## src/rtl/usart_fifo.sv

```systemverilog
// usart_fifo - parametrised synchronous FIFO for the USART TX/RX data paths.
//
// Single clock (CPU_Clk), asynchronous active-low reset (Reset_n).
// Depth is 2^ADDR_W and every entry is usable. The pointers carry one extra
// wrap bit, so full and empty are told apart without a separate counter.
// data_out is first-word-fall-through and reads as 0 while the FIFO is empty.
//
// Ports:
//   CPU_Clk       in   clock, rising edge
//   Reset_n       in   asynchronous active-low reset
//   Clear         in   synchronous flush, wins over WR/RD
//   data_in       in   write data [DATA_W]
//   WR            in   write request
//   RD            in   read request (pops head word)
//   data_out      out  head word, 0 when empty [DATA_W]
//   full          out  level == 2^ADDR_W
//   empty         out  level == 0
//   almost_full   out  level >= AF_LVL
//   almost_empty  out  level <= AE_LVL
//   level         out  stored word count [ADDR_W+1]
//   overflow      out  sticky rejected-write flag
//   underflow     out  sticky rejected-read flag
//
// Optional feature macro: FIFO_ERR_FLAGS_EN
//   defined   -> overflow/underflow are sticky registers cleared by Clear/reset
//   undefined -> overflow/underflow are tied to 0, no flag registers exist
module usart_fifo #(
  parameter int DATA_W = 8,
  parameter int ADDR_W = 4,
  parameter int AF_LVL = 12,
  parameter int AE_LVL = 4
) (
  input  logic              CPU_Clk,
  input  logic              Reset_n,
  input  logic              Clear,
  input  logic [DATA_W-1:0] data_in,
  input  logic              WR,
  input  logic              RD,
  output logic [DATA_W-1:0] data_out,
  output logic              full,
  output logic              empty,
  output logic              almost_full,
  output logic              almost_empty,
  output logic [ADDR_W:0]   level,
  output logic              overflow,
  output logic              underflow
);

  localparam int DEPTH = 1 << ADDR_W;
  localparam logic [ADDR_W:0] AF_THR = AF_LVL[ADDR_W:0];
  localparam logic [ADDR_W:0] AE_THR = AE_LVL[ADDR_W:0];

  logic [DATA_W-1:0] mem [DEPTH];
  logic [ADDR_W:0]   wr_ptr;
  logic [ADDR_W:0]   rd_ptr;
  logic              wr_en;
  logic              rd_en;

  // Flags come straight from the registered pointers so none of them lags.
  assign level        = wr_ptr - rd_ptr;
  assign empty        = (wr_ptr == rd_ptr);
  assign full         = (wr_ptr[ADDR_W-1:0] == rd_ptr[ADDR_W-1:0]) &&
                        (wr_ptr[ADDR_W] != rd_ptr[ADDR_W]);
  assign almost_full  = (level >= AF_THR);
  assign almost_empty = (level <= AE_THR);

  // A write into a full FIFO is only legal if the head leaves in the same cycle.
  assign rd_en = RD && !Clear && !empty;
  assign wr_en = WR && !Clear && (!full || RD);

  always_ff @(posedge CPU_Clk or negedge Reset_n) begin
    if (!Reset_n) begin
      wr_ptr <= '0;
      rd_ptr <= '0;
    end else if (Clear) begin
      wr_ptr <= '0;
      rd_ptr <= '0;
    end else begin
      if (wr_en) wr_ptr <= wr_ptr + 1'b1;
      if (rd_en) rd_ptr <= rd_ptr + 1'b1;
    end
  end

  // Storage is deliberately not reset; the pointers define what is valid.
  // Reset_n gates the write so nothing lands while reset is held.
  always_ff @(posedge CPU_Clk) begin
    if (wr_en && Reset_n) mem[wr_ptr[ADDR_W-1:0]] <= data_in;
  end

  assign data_out = empty ? '0 : mem[rd_ptr[ADDR_W-1:0]];

`ifdef FIFO_ERR_FLAGS_EN
  logic ovf_q;
  logic unf_q;

  always_ff @(posedge CPU_Clk or negedge Reset_n) begin
    if (!Reset_n) begin
      ovf_q <= 1'b0;
      unf_q <= 1'b0;
    end else if (Clear) begin
      ovf_q <= 1'b0;
      unf_q <= 1'b0;
    end else begin
      if (WR && full && !RD) ovf_q <= 1'b1;
      if (RD && empty)       unf_q <= 1'b1;
    end
  end

  assign overflow  = ovf_q;
  assign underflow = unf_q;
`else
  assign overflow  = 1'b0;
  assign underflow = 1'b0;
`endif

endmodule

```

## config.mk

```make
export PLATFORM = sky130hd
export DESIGN_NAME = usart_fifo
export DESIGN_NICKNAME = d
export VERILOG_FILES = /design/src/rtl/usart_fifo.sv
export SDC_FILE = /design/constraint.sdc
export NUM_CORES = 1
export LEC_CHECK = 0
export ABC_AREA = 1
export CAP_MARGIN = 20
export CELL_PAD_IN_SITES_DETAIL_PLACEMENT = 0
export CELL_PAD_IN_SITES_GLOBAL_PLACEMENT = 1
export CORE_AREA = 3 3 122 124
export DETAILED_ROUTE_END_ITERATION = 8
export DIE_AREA = 0 0 125 127
export PLACE_DENSITY = 0.78
export SLEW_MARGIN = 30
export SYNTH_ARGS = -nofsm -noshare
export SYNTH_HDL_FRONTEND = slang
export SYNTH_SLANG_ARGS = --single-unit
```

## constraint.sdc

```tcl
create_clock -name CPU_Clk -period 3 [get_ports CPU_Clk]
set_clock_uncertainty 0.05 [all_clocks]
set_input_delay 0.6 -clock CPU_Clk [delete_from_list [all_inputs] [get_ports CPU_Clk]]
set_output_delay 0.6 -clock CPU_Clk [all_outputs]
set_load 0.02 [all_outputs]
```

# Word level (Yosys, flattened, before mapping)
# Memory sizes are Yosys's and may differ from the RTL's.
# Index checks and enable logic that the tools add are counted.
# word_totals
register_bits	10
latch_bits	0
ramBits	128
memories	1
rom_bits	0
inputBits	13
# memory_table
memory	words	word_bits	read_ports	rd_ports_with_merged_regs	write_ports	line	source
mem	16	8	1	0	1	53	logic [DATA_W-1:0] mem [DEPTH];
# classes
muxes	7
n_bitwise	0
n_lt_le_gt_ge	2
div_mod_pow	0
n_addsub	3
n_eq_ne	3
shifts	0
multipliers	0
n_reduce_logical	12
# ops
operator	n
5-bit 2-to-1 mux	4
5-bit by 1-bit adder with 5-bit output, second input constant	2
8-bit 2-to-1 mux	1
1-bit logical AND	6
5-bit == test	1
5-bit by 4-bit >= comparator with 1-bit output, second input constant	1
5-bit by 3-bit <= comparator with 1-bit output, second input constant	1
5-bit subtractor	1
4-bit == test	1
2-bit nonzero test	2
1-bit zero test	3
1-bit 2-to-1 mux	2
1-bit logical OR	1
1-bit inequality test	1

# Longest topological paths before layout
# Gate-level depths: netlist (run 1).
# logic_depth
ltp_word	8
depth_mapped	12
mapped_depth_nobuf	9

# Least setup slack after synthesis (run 1)
# No wires, ideal clock.
# synth_timing
path_type	register -> output
startpoint	reg wr_ptr[0]
endpoint	out almost_full
required_time_ns	2.350
n_path_buf	0
path_stages_with_launch	7
arrival_time_ns	2.145
slack_ns	0.205
path_cell_list	dfrtp_1 inv_1 ha_1 fa_1 xnor2_1 inv_1 o21ai_0
# synth_between
elab_chain_len	2
# synth_lines
item	line	source
start: declaration	54	logic [ADDR_W:0] wr_ptr;
start signal: assignment	79	if (wr_en) wr_ptr <= wr_ptr + 1'b1;
5-bit subtractor	60	assign level = wr_ptr - rd_ptr;
via level[2]	44	output logic [ADDR_W:0] level,
5-bit by 4-bit >= comparator with 1-bit output	64	assign almost_full = (level >= AF_THR);
end: declaration	42	output logic almost_full,
# The timed path passes the listed nets, and every way through them passes these cells.

# Worst setup path after layout (run 1)
# layout_timing
startpoint	reg rd_ptr[0]
endpoint	out almost_full
# layout_between
elab_chain_len	2
# layout_lines
item	line	source
start: declaration	55	logic [ADDR_W:0] rd_ptr;
start signal: assignment	80	if (rd_en) rd_ptr <= rd_ptr + 1'b1;
5-bit subtractor	60	
5-bit by 4-bit >= comparator with 1-bit output	64	
# No other way between the ends.

==> results by group, run 1 <==
Drt
  • Initial DRC count: 518
  • Via Count: between 4000 and 5000
  • DR WL/cell: around 16 um
  • WL final: ~15000 um
  • First-pass DRT Iterations: 5
  • DR vias/cell: slightly below 5
  • Antenna-violating nets left: 0
  • DRC: 0

Floorplanning
  • Chip Width: 125 um
  • Initial Util: a little under half
  • IO Pins: 32
  • Die area: approximately 16000 um2
  • Die Y: about 130 um
  • Std cell rows: 43
  • Core footprint: approximately 14000 um2

Logic synthesis
  • Mapped Area: ~6500 um2
  • Post-Synth Simple-Gate Area: between 20% and 30%
  • Yosys top cell area share: approximately three fifths
  • Synth Area in Adders: 2.048%
  • Mux contribution to synthesized area: 0%
  • Main combinational cell family by area after synthesis: simple AND/OR/NAND/NOR gates
  • Largest area contributor in the netlist: edfxtp_1
  • Share of synthesized flip-flops with an asynchronous set or reset: under 10%
  • Mapped Cells: 676
  • Post-synth top cells: 255 x nand2_1, 128 x edfxtp_1, 109 x inv_1
  • Seq/Total Area, Yosys: 63.23%
  • Post-synthesis xor/xnor area fraction: around 1.5%
  • Area contributors post-synth: edfxtp_1 59%, nand2_1 15%, inv_1 6.3%
  • Synth Area per Inst: 9.578 um2
  • Post-synthesis register bit count: between 100 and 150
  • Yosys warnings: 0
  • Most frequent cell after synthesis: nand2_1
  • Post-synthesis cell type count: 27
  • Complex-gate fraction of the synthesized area: under 10%
  • Number of flops mapped to enable cells by yosys: 128
  • Synth Flop Type: edfxtp_1

Finish
  • Utilization after layout: a little under three fifths
  • Final #Nets: 758
  • Seq. cell area: 4095 um2
  • Area Growth Syn to Fin: 19.75%
  • Share of cells above drive strength 1: between 10% and 20%
  • Area of the multi-input gates: ~1800 um2
  • Antenna Diode Count: 0
  • Non-Filler Instances: about 930
  • Filler cells: 1204

Power
  • Part of the power in registers: 33.8%
  • Clock power share: 32.9%
  • Static leakage: roughly 3.5 nW
  • Sw Pwr: 2.117 mW
  • Logic gate share of total power: between 30% and 40%
  • Worst IR Drop VDD: around 0.00075 V
  • Sw Share: about a third
  • Int Power: roughly 4.3 mW
  • PD cells: 822.7 nW/um2

Timing
  • Slew margin rel.: between 40% and 50%
  • Setup Viol. Count Final: 0
  • Final worst-path cycle share: a little over nine tenths
  • FMAX: about 0.34 GHz
  • RSZ-0062 raised after global routing: false
  • Setup tns final: 0 ps
  • Hold Vio Cnt, Final: 0
  • Final Max Tran Viols: 0
  • Final min period: 2924 ps
  • Worst slew pin tran: between 700 and 800 ps

Place
  • RD Place Congestion: roughly 0.81
  • Dpl hpwl: 9397 um
  • Cell count after placement: roughly 890
  • I/O Buffers: 29

Global route
  • Total GRT Usage: 19.31%
  • First-pass GRT wire length: around 23000 um
  • Largest net degree at the start of global routing: 44
  • Initial antenna violation count: 0
  • Gr ovfl total: 0
  • Number of global-route vias before repair: around 4400

Clock network
  • Worst skew pair latency: about 420 ps
  • CTS tree: built
  • CTS Root Cell: clkbuf_16
  • CTS H-tree depth: 4
  • CTS Buf Count: 17
  • Clk slew on worst S/H paths: 60 ps
  • Clock sink total: between 100 and 150
  • Clock buffer depth: 2

Setup path
  • Critical setup path kind: register to primary output
  • Critical path fanouts, max: 3
  • WP data arrival: ~2300 ps
  • Worst path required time: around 2400 ps
  • Startpoint types: register
  • Crit end category: primary output

Status
  • Status: complete, no violations

Run
  • Max cap viols: 0

Min path
  • Hold Crit Class: primary input to async pin
==> repair_timing <==
item / CTS / global route
setup endpoints to repair: 14 / 13
resized for setup: 22 / 24
pin swaps: 1 / 3
buffers inserted: 1 / 1
endpoints found under the hold margin: 0 / 0
gates cloned: 0 / 0
hold buffers: 0 / 0
==> power by group through the flow <==
stage	logic [mW]	clock network [mW]	registers [mW]
5_1_grt	2.34	2.22	2.16
4_1_cts	2.11	2.14	2.16
6_report	2.12	2.10	2.16
3_3_place_gp	2.16	0	2.19
3_5_place_dp	2.19	0	2.19
2_1_floorplan	1.29	0	2.19
==> final timing paths <==
check | from | endpoint | slack, ps | depth (start not counted)
min in group CPU_Clk | rd_ptr[4] | rd_ptr[4] | 540 | 2
worst min register to register | rd_ptr[4] | rd_ptr[4] | 540 | 2
worst max register to register | rd_ptr[1] | mem[8][1] | 440 | 10
max in group asynchronous | Reset_n | rd_ptr[0] | 2210 | 2
worst min-delay path | Reset_n | rd_ptr[4] | 530 | 2
worst max-delay path | rd_ptr[0] | almost_full | 80 | 7
==> cell usage in the layout (no fill, tap or decap), drive strengths merged <==
cell	synthesis	final
a21oi	11	11
buf	23	40
bufinv	0	4
clkbuf	5	30
clkdlybuf4s15	0	1
clkdlybuf4s50	0	14
clkinv	2	7
clkinvlp	0	1
conb	1	2
dfrtp	10	10
dlygate4sd2	0	3
dlymetal6s2s	0	1
edfxtp	128	128
fa	1	1
ha	9	9
inv	110	110
nand2	256	256
nand3	76	76
nand4	4	4
nor2	25	25
o21ai	5	5
xnor2	1	1
xor2	9	9
==> layout make-up <==
cell class | count | area share [%]
clock inverters | 10 | 1.920
repair buffers | 67 | 7.407
well taps | 180 | 2.905
clock buffers | 22 | 5.729
inverters | 112 | 5.454
multi-input cells | 399 | 23.77
flip-flops and latches | 138 | 52.82
==> registers in the layout, indices dropped and copies added (netlist names) <==
register	cells
wr_ptr	5
rd_ptr	5
mem	128
==> per-layer routing <==
metal  vias to the layer above  GRT usage, %  wire [um]
met5                         -             0          0
met4                         0         9.056        433
met3                        26         3.219        631
met2                       111         30.72       6963
met1                      2202         26.18       6749
li1                       2258             -          -
==> critical path, cell delays in order (launching register included) <==
cell     delay (ps)
dfrtp_2         430
ha_1            220
fa_1            420
buf_4           160
xnor2_2         170
inv_1            70
o21ai_0         190
buf_2           200
==> cells by family after synthesis <==
group / Yosys count
compound gates: 16
xor+xnor: 10
fa+ha+maj: 10
buf+inv: 140
flops: 138
other cells: 1
simple gates: 361
==> metrics by stage <==
step | cell area (um2) | setup WS, ps | hold slack, ps | power [mW]
global route | 7754 | 2.450 | 546.5 | 6.717
floorplan | 6479 | 205.3 | 254.4 | 3.480
CTS | 7757 | 14.34 | 522.8 | 6.405
detailed placement | 7171 | 25.11 | 522.7 | 4.384
finish | 7754 | 75.70 | 534.8 | 6.379
global placement | 7171 | 109.2 | 510.1 | 4.355
Note: power is estimated with default switching activity, not from simulation.
==> inputs of run 2 (changes only) <==
--- a/config.mk
+++ b/config.mk
@@ -6,13 +6,12 @@
 export NUM_CORES = 1
 export LEC_CHECK = 0
 export ABC_AREA = 1
-export CAP_MARGIN = 20
 export CELL_PAD_IN_SITES_DETAIL_PLACEMENT = 0
 export CELL_PAD_IN_SITES_GLOBAL_PLACEMENT = 1
-export CORE_AREA = 3 3 122 124
+export CORE_AREA = 3 3 117 119
 export DETAILED_ROUTE_END_ITERATION = 8
-export DIE_AREA = 0 0 125 127
-export PLACE_DENSITY = 0.78
+export DIE_AREA = 0 0 120 122
+export PLACE_DENSITY = 0.84
 export SLEW_MARGIN = 30
 export SYNTH_ARGS = -nofsm -noshare
 export SYNTH_HDL_FRONTEND = slang
==> constraint.sdc (replaced) <==
create_clock -name CPU_Clk -period 3.49 [get_ports CPU_Clk]
set_clock_uncertainty 0.05 [all_clocks]
set_input_delay 0.698 -clock CPU_Clk [delete_from_list [all_inputs] [get_ports CPU_Clk]]
set_output_delay 0.698 -clock CPU_Clk [all_outputs]
set_load 0.02 [all_outputs]
==> run 2 against run 1 <==
Effect of this change: die area down 7.8%; register-to-register slack better by 390 ps; sequential power is 14% lower; combinational power down 16%; highest routed layer unchanged; flip-flop and latch count unchanged.
==> results by group, run 2 (synthesis results as in run 1) <==
Status
  • Status: complete, no violations

Setup path
  • R2R cell count: 8
  • R2r endpoint: mem[2][5]
  • Worst path top cell family by delay: buffers and inverters
  • Crit-path slowest cell: clkdlybuf4s50_1
  • CP startpoint: rd_ptr[1]
  • Startpoint types: register
  • Worst path required time: approximately 2700 ps
  • Bufs and invs on worst path: 4
  • Register-to-Register Setup Slack: 830 ps
  • Crit end category: primary output
  • Worst-path cell chain: inv_1, buf_6, nand3_1, nand2_1, nand2_1, nand2_1, inv_1, a21oi_1, clkdlybuf4s50_1
  • Cell count along the critical path: 9
  • CP most frequent cell: nand2_1
  • WP data arrival: roughly 2600 ps
  • Worst Setup EP: data_out[1]
  • R2r startpoint: wr_ptr[2]
  • Critical path fanouts, max: 32
  • Critical setup path kind: register to primary output
  • Slowest stage delay, CP: between 600 and 700 ps

Place
  • I/O Buffers: 29
  • RD Place Congestion: ~0.84
  • Dpl hpwl: 9468 um
  • Dpl ws: 327.2 ps

Clock network
  • CTS Root Cell: clkbuf_16
  • Clk slew on worst S/H paths: ~60 ps
  • Clock sink total: 138
  • CTS tree: built
  • Worst skew pair latency: roughly 420 ps
  • Setup repair bufs after CTS: 0
  • CTS H-tree depth: 4
  • CTS Buf Count: 17
  • Clock buffer depth: 2

Drt
  • Via Count: 4615
  • Antenna-violating nets left: 0
  • First-pass DRT Iterations: 5
  • DR WL/cell: 16.41 um
  • Initial DRC count: 424
  • DRC: 0
  • WL final: ~15000 um
  • DR vias/cell: ~5

Timing
  • Hold_ws: 529.1 ps
  • Hold Vio Cnt, Final: 0
  • Worst slew pin tran: between 800 and 900 ps
  • Final WS setup: approximately 160 ps
  • Slew margin rel.: 43.87%
  • Final Max Tran Viols: 0
  • Final worst-path cycle share: 95.42%
  • Setup tns final: 0 ps
  • Final min period: 3330 ps
  • RSZ-0062 raised after global routing: false
  • Setup Viol. Count Final: 0
  • FMAX: between 0.3 and 0.4 GHz

Floorplanning
  • Std cell rows: slightly above 40
  • Chip Width: about 120 um
  • Die Y: about 120 um
  • IO Pins: 32
  • Initial Util: 51.10%
  • Die area: ~15000 um2
  • Core footprint: ~13000 um2

Power
  • Worst IR Drop VDD: 0.0003919 V
  • PD cells: about 720 nW/um2
  • Static leakage: about 3.4 nW
  • Power Total: 5.522 mW

Run
  • Max cap viols: 0

Finish
  • Final #Nets: roughly 740
  • Max reg flops: between 100 and 150
  • Filler cells: approximately 1100
  • Commonest non-fill, non-tap cells in the layout: 255 x nand2_1, 128 x edfxtp_1, 108 x inv_1, 74 x nand3_1, 23 x clkdlybuf4s50_1
  • Antenna Diode Count: 0
  • Commonest non-fill, non-tap cell in the layout: nand2_1
  • Share of cells above drive strength 1: between 8 and 9%
  • Area Growth Syn to Fin: 18.24%

Min path
  • Hold Crit Class: primary input to async pin

Global route
  • Gr ovfl total: 0
  • Number of global-route vias before repair: ~4600
  • First-pass GRT wire length: around 24000 um
  • Total GRT Usage: 21.70%
  • Largest net degree at the start of global routing: 38
  • Initial antenna violation count: 0
[run 2: cell types whose count changed in the layout (fill, tap and decap cells not counted), sizes merged]
cell / previous run / this run
clkinvlp: 1 / 2
clkinv: 7 / 8
dlymetal6s2s: 1 / 4
clkdlybuf4s50: 14 / 23
clkbuf: 30 / 17
buf: 40 / 22
clkdlybuf4s15: 1 / 0
dlygate4sd2: 3 / 2
inv: 110 / 113
[run 2: metal layers]
| metal | vias to the layer above | track usage [%] | routed length [um] |
|---|---|---|---|
| li1 | 2228 | - | - |
| met1 | 2198 | 27.93 | 6418 |
| met2 | 155 | 36.14 | 7230 |
| met3 | 34 | 5.339 | 899 |
| met4 | 0 | 7.588 | 289 |
| met5 | - | 0 | 0 |
[run 2: final cells by class]
| type | instances | area (um2) | share of cell area (%) |
|---|---|---|---|
| Multi-Input combinational cell | 399 | 1819 | 23.76 |
| Clock inverter | 15 | 196.4 | 2.566 |
| Clock buffer | 17 | 425.4 | 5.556 |
| Inverter | 112 | 425.4 | 5.556 |
| Timing Repair Buffer | 51 | 479.2 | 6.259 |
| Tap cell | 172 | 215.2 | 2.811 |
| Sequential cell | 138 | 4095 | 53.49 |
[run 2: worst reg2reg max path, stage by stage (launching register included)]
cell	delay [ps]
dfrtp_1	480
ha_1	410
nand4_1	190
inv_1	70
nand3_2	110
nand3_4	130
inv_4	100
nand2_4	120
nor2_1	630
[run 2: worst min-delay path by stage]
stage,from,endpoint,slack [ps],cells past startpoint
global route,Reset_n,wr_ptr[3],530,2
global placement,rd_ptr[4],rd_ptr[4],510,2
floorplan,Reset_n,rd_ptr[0],350,0
CTS,Reset_n,wr_ptr[3],520,2
finish,Reset_n,wr_ptr[3],530,2
detailed placement,rd_ptr[4],rd_ptr[4],540,2
[run 2: power breakdown]
| part | internal, mW | switching (mW) | total [mW] |
|---|---|---|---|
| Clock | 1.19 | 0.685 | 1.88 |
| Sequential | 1.83 | 0.0276 | 1.86 |
| Combinational | 0.645 | 1.14 | 1.78 |
[run 2: stage by stage]
stage               util [%]  cells  area (um2)
floorplan                  -    677        6479
global placement       55.39    872        7018
detailed placement     55.39    872        7018
CTS                    60.27    904        7637
global route           60.42    904        7656
finish                 60.42    904        7656
[run 2: what timing repair did]
action,in CTS,in global routing
resized for setup,2,9
hold buffers,0,0
setup endpoints to repair,2,7
==> RTL change 1, RTL diff (flow settings as in run 1) <==
Build with the macro `FIFO_ERR_FLAGS_EN` defined.
--- a/src/rtl/usart_fifo.sv
+++ b/src/rtl/usart_fifo.sv
@@ -26,2 +26,4 @@
 //   undefined -> overflow/underflow are tied to 0, no flag registers exist
+`define FIFO_ERR_FLAGS_EN
+
 module usart_fifo #(
Behaviour: not the same (a bounded check fails within 4 cycles, from zero or initial values and one cycle with Reset_n low).
==> RTL change 1 against run 1 <==
  * Cell count up 1.1%
  * First-iteration DRC count down 11%
  * Wire length up 7.1%
  * Synthesized cell count up 0.74%
  * Worst setup slack better by 9.0 ps
  * Global-route usage up 1.7 points
  * Sequential cell count up 2
  * Total power down 7.9%
  * Design area up 0.50%
  * Non-clock buffer count up 5
  * Largest power group unchanged
  * Die area unchanged
  * Area after synthesis up 0.83%
==> RTL change 1: results (changes against run 1) <==
GR Util All Layers = 21.06% (+1.7 points)
IO Port Bufs = 31 (+6.9%)
Synth async-reset ratio = 8.571% (+1.3 points)
max incr delay on CP = 560 ps (+130 ps)
Reg clk slew, reported paths = 60 ps (about the same)
DP Cell Count = 900 (+0.67%)
vias in the first global route = 4772 (+8.5%)
CP startpoint = rd_ptr[0]
Finished Layout Cells = 938 (+1.1%)
largest net degree at the start of global routing = 48 (+9.1%)
synth top area cells = edfxtp_1, nand2_1, inv_1
worst min path class = reg -> reg
Seq/Total Area, Yosys = 63.47% (+0.25 points)
Final nets = 768 (+1.3%)
Pleak = 0.003478 uW (-0.47%)
arrival time at the worst endpoint = 2270 ps (about the same)
met3 usage = 4.139% (+0.92 points)
CTS max path bufs = 2 (unchanged)
delay-heaviest family, CP = adder cells
commonest cells in the netlist = nand2_1, edfxtp_1, inv_1
Placer Congestion = 0.8332 (+3.2%)
M2 GR Usage = 34.83% (+4.1 points)
worst-path fanout max = 4 (+1)
Avg WL per Cell = 16.87 um (+5.9%)
cell count after synthesis = 681 (+0.74%)
count of cell types in the netlist = 29 (+7.4%)
Top FF cell, synth = edfxtp_1
iteration-0 DRC count of the detailed router = 461 (-11%)
Peak VDD IR = 685.1 uV (-9.2%)
met1 usage = 26.74% (+0.56 points)
CTS buffer count = 17 (unchanged)
Slew headroom = 49.15% (+2.0 points)
status = complete, no violations
Clock Latency Late Sink = 420 ps (about the same)
CP max-delay cell = fa_2
first-pass GRT wire length = 25500 um (+9.4%)
average vias per placed instance = 5.029 (+1.5%)
layout cell share with drive strength beyond 1 = 11.87% (+0.38 points)
DP Wirelength = 9713 um (+3.4%)
==> RTL change 1: cells by family after synthesis <==
logic type / count (synthesis) / synth area share [%]
AO/OA/AOI/OAI: 18 / 1.610
adder cells (fa/ha/maj): 10 / 2.031
flip-flops: 140 / 63.47
XOR/XNOR: 10 / 1.457
buffers and inverters: 137 / 8.336
AND/OR/NAND/NOR: 366 / 23.09
==> RTL change 1: metrics by stage <==
stage,cell area [um2],worst slack (ps),setup TNS (ps)
floorplan,6529,100.3,0
finish,7792,84.69,0
global route,7792,-1.558,-1.558
detailed placement,7222,91.73,0
global placement,7222,154.2,0
CTS,7767,33.11,0
==> RTL change 1: what timing repair did <==
| action | CTS | global route |
|---|---|---|
| setup endpoints to repair | 15 | 13 |
| resized for setup | 30 | 19 |
| gates cloned | 1 | 1 |
| pin swaps | 3 | 1 |
| setup buffers | 2 | 2 |
==> RTL change 1: worst reg2reg max path, stage by stage (launching register included) <==
cell and delay (ps):
dfrtp_1 460, inv_1 130, ha_1 300, nand4_1 140, buf_4 150, nor2_2 50, nand2_2 110, nand4_4 200
nor2_1 160, buf_4 230
==> RTL change 1: final timing paths <==
check | to | slack [ps] | depth (start not counted)
min in group asynchronous | rd_ptr[1] | 550 | 2
hold reg to reg | underflow | 440 | 1
setup reg to reg | mem[5][3] | 720 | 9
setup / recovery | level[1] | 80 | 4
max in group asynchronous | rd_ptr[0] | 2180 | 2
hold / removal | underflow | 440 | 1
==> RTL change 1: power by group <==
group	switching [uW]	leakage [uW]	internal, uW
Clock	759	0.000238	1030
Combinational	1190	0.00193	706
Sequential	30.5	0.00131	2160
==> RTL change 1: routing by layer <==
metal | vias up | wire (um)
met5 | - | 0
met4 | 0 | 498
met3 | 35 | 875
met2 | 154 | 7645
met1 | 2239 | 6804
li1 | 2289 | -
==> RTL change 1: cell type report <==
| class | instances | area, um2 |
|---|---|---|
| Timing Repair Buffer | 72 | 656.9 |
| Clock buffer | 21 | 440.4 |
| Multi-Input combinational cell | 404 | 1858 |
| Inverter | 110 | 412.9 |
| Clock inverter | 11 | 53.80 |
| Sequential cell | 140 | 4145 |
| Tap cell | 180 | 225.2 |
| Fill cell | 1222 | 6088 |
==> RTL change 2, RTL diff (flow settings as in run 1) <==
Without the edit above. Put a register stage on the output `level`, with the module's reset. The value now appears one clock later. The other outputs are not delayed to match.
--- a/src/rtl/usart_fifo.sv
+++ b/src/rtl/usart_fifo.sv
@@ -52,2 +52,4 @@
 
+  logic [ADDR_W:0] level_d;
+
   logic [DATA_W-1:0] mem [DEPTH];
@@ -59,3 +61,3 @@
   // Flags come straight from the registered pointers so none of them lags.
-  assign level        = wr_ptr - rd_ptr;
+  assign level_d      = wr_ptr - rd_ptr;
   assign empty        = (wr_ptr == rd_ptr);
@@ -63,4 +65,4 @@
                         (wr_ptr[ADDR_W] != rd_ptr[ADDR_W]);
-  assign almost_full  = (level >= AF_THR);
-  assign almost_empty = (level <= AE_THR);
+  assign almost_full  = (level_d >= AF_THR);
+  assign almost_empty = (level_d <= AE_THR);
 
@@ -115,2 +117,10 @@
 
+  always_ff @(posedge CPU_Clk or negedge Reset_n) begin
+    if (!Reset_n) begin
+      level <= '0;
+    end else begin
+      level <= level_d;
+    end
+  end
+
 endmodule
Behaviour: not the same (a bounded check fails within 4 cycles, from zero or initial values and one cycle with Reset_n low).
==> RTL change 2 against run 1 <==
  * Sequential cell count grew 5
  * Core utilization grew 1.2 points
  * Critical path depth grew 3
  * Wire length grew 4.5%
  * Combinational power shrank 22%
  * Sequential power grew 5%
  * Worst setup slack gained 56 ps
  * Total power shrank 6.6%
  * Sequential share of layout area grew 0.48 points
  * Via count grew 1.2%
  * Design area grew 2.2%
  * Area after synthesis grew 1.8%
  * Highest routed layer unchanged
==> RTL change 2: results (changes against run 1) <==
first-pass GRT wire length = 24550 um (+5.3%)
Reg clk slew, reported paths = 60 ps (about the same)
vias in the first global route = 4576 (+4.0%)
DP Cell Count = 902 (+0.89%)
layout cell share with drive strength beyond 1 = 11.96% (+0.46 points)
Synth async-reset ratio = 10.49% (+3.2 points)
drt pass-1 iters = 5 (unchanged)
Slew headroom = 49.09% (+1.9 points)
DP Wirelength = 9720 um (+3.4%)
max incr delay on CP = 450 ps (+20 ps)
Seq/Total Area, Yosys = 64.01% (+0.78 points)
clock root cell = clkbuf_16
Final nets = 772 (+1.8%)
status = complete, no violations
iteration-0 DRC count of the detailed router = 327 (-37%)
Post-synth EDFFs = 128 (unchanged)
Synth Area per Inst = 9.622 um2 (+0.46%)
synth top area cells = edfxtp_1, nand2_1, inv_1
Placer Congestion = 0.8127 (+0.66%)
largest net degree at the start of global routing = 43 (-2.3%)
arrival time at the worst endpoint = 2220 ps (-50 ps)
GR Util All Layers = 20.13% (+0.82 points)
Finished Layout Cells = 941 (+1.4%)
worst min path class = reg -> reg
WL final = 15440 um (+4.5%)
count of cell types in the netlist = 25 (-7.4%)
initial antenna violation count = 0 (unchanged)
Peak VDD IR = 465.8 uV (-38%)
dpl cell area = 7284 um2 (+1.6%)
Pleak = 0.003588 uW (+2.7%)
worst-path fanout max = 34 (+31)
commonest cells in the netlist = nand2_1, edfxtp_1, inv_1
Post-Place Worst Slack = 50.10 ps (+24.99 ps)
average vias per placed instance = 4.945 (-0.18%)
n_diodes = 0 (unchanged)
## RTL change 2: cell families after synthesis
logic type | after synthesis | synth area share [%]
other cells | 1 | 0.05689
flops | 143 | 64.01
buf+inv | 142 | 8.675
compound gates | 17 | 1.348
xor+xnor | 10 | 1.443
fa+ha+maj | 10 | 2.012
simple gates | 362 | 22.46
## RTL change 2: path summary, 6_finish.rpt
path	start	to	slack (ps)	depth (start not counted)
setup / recovery	rd_ptr[0]	data_out[0]	130	10
hold / removal	rd_ptr[4]	rd_ptr[4]	540	2
setup reg to reg	wr_ptr[3]	mem[0][1]	660	9
hold reg to reg	rd_ptr[4]	rd_ptr[4]	540	2
max in group asynchronous	Reset_n	rd_ptr[1]	2140	2
min in group asynchronous	Reset_n	wr_ptr[1]	550	2
## RTL change 2: layout make-up
type / instances / area (um2)
fillers: 1214 / 5959
flip-flops and latches: 143 / 4222
multi-input cells: 401 / 1824
repair buffers: 73 / 665.6
clock buffers: 21 / 440.4
inverters: 113 / 424.2
well taps: 180 / 225.2
clock inverters: 10 / 120.1
## RTL change 2: what timing repair did
item	in CTS	in global routing
gates resized for setup	21	22
buffers inserted	6	1
gates cloned	1	0
endpoints found under the setup margin	11	11
pin swaps	0	1
## RTL change 2: metal layers
layer / track usage, % / routed length (um)
met4: 8.291 / 334
met2: 32.87 / 7396
met3: 4.515 / 755
met5: 0 / 0
met1: 26.34 / 6951
## RTL change 2: worst max-delay path: cells and delay by family, from the launching register on
family / cells / cell delay [ps]
compound gates: 1 / 170
buf+inv: 4 / 770
flops: 1 / 450
simple gates: 5 / 400
## RTL change 2: power breakdown
part	internal, uW	switching [uW]
clock network	1290	756
registers	2230	29.0
logic	643	1020
total	4160	1800
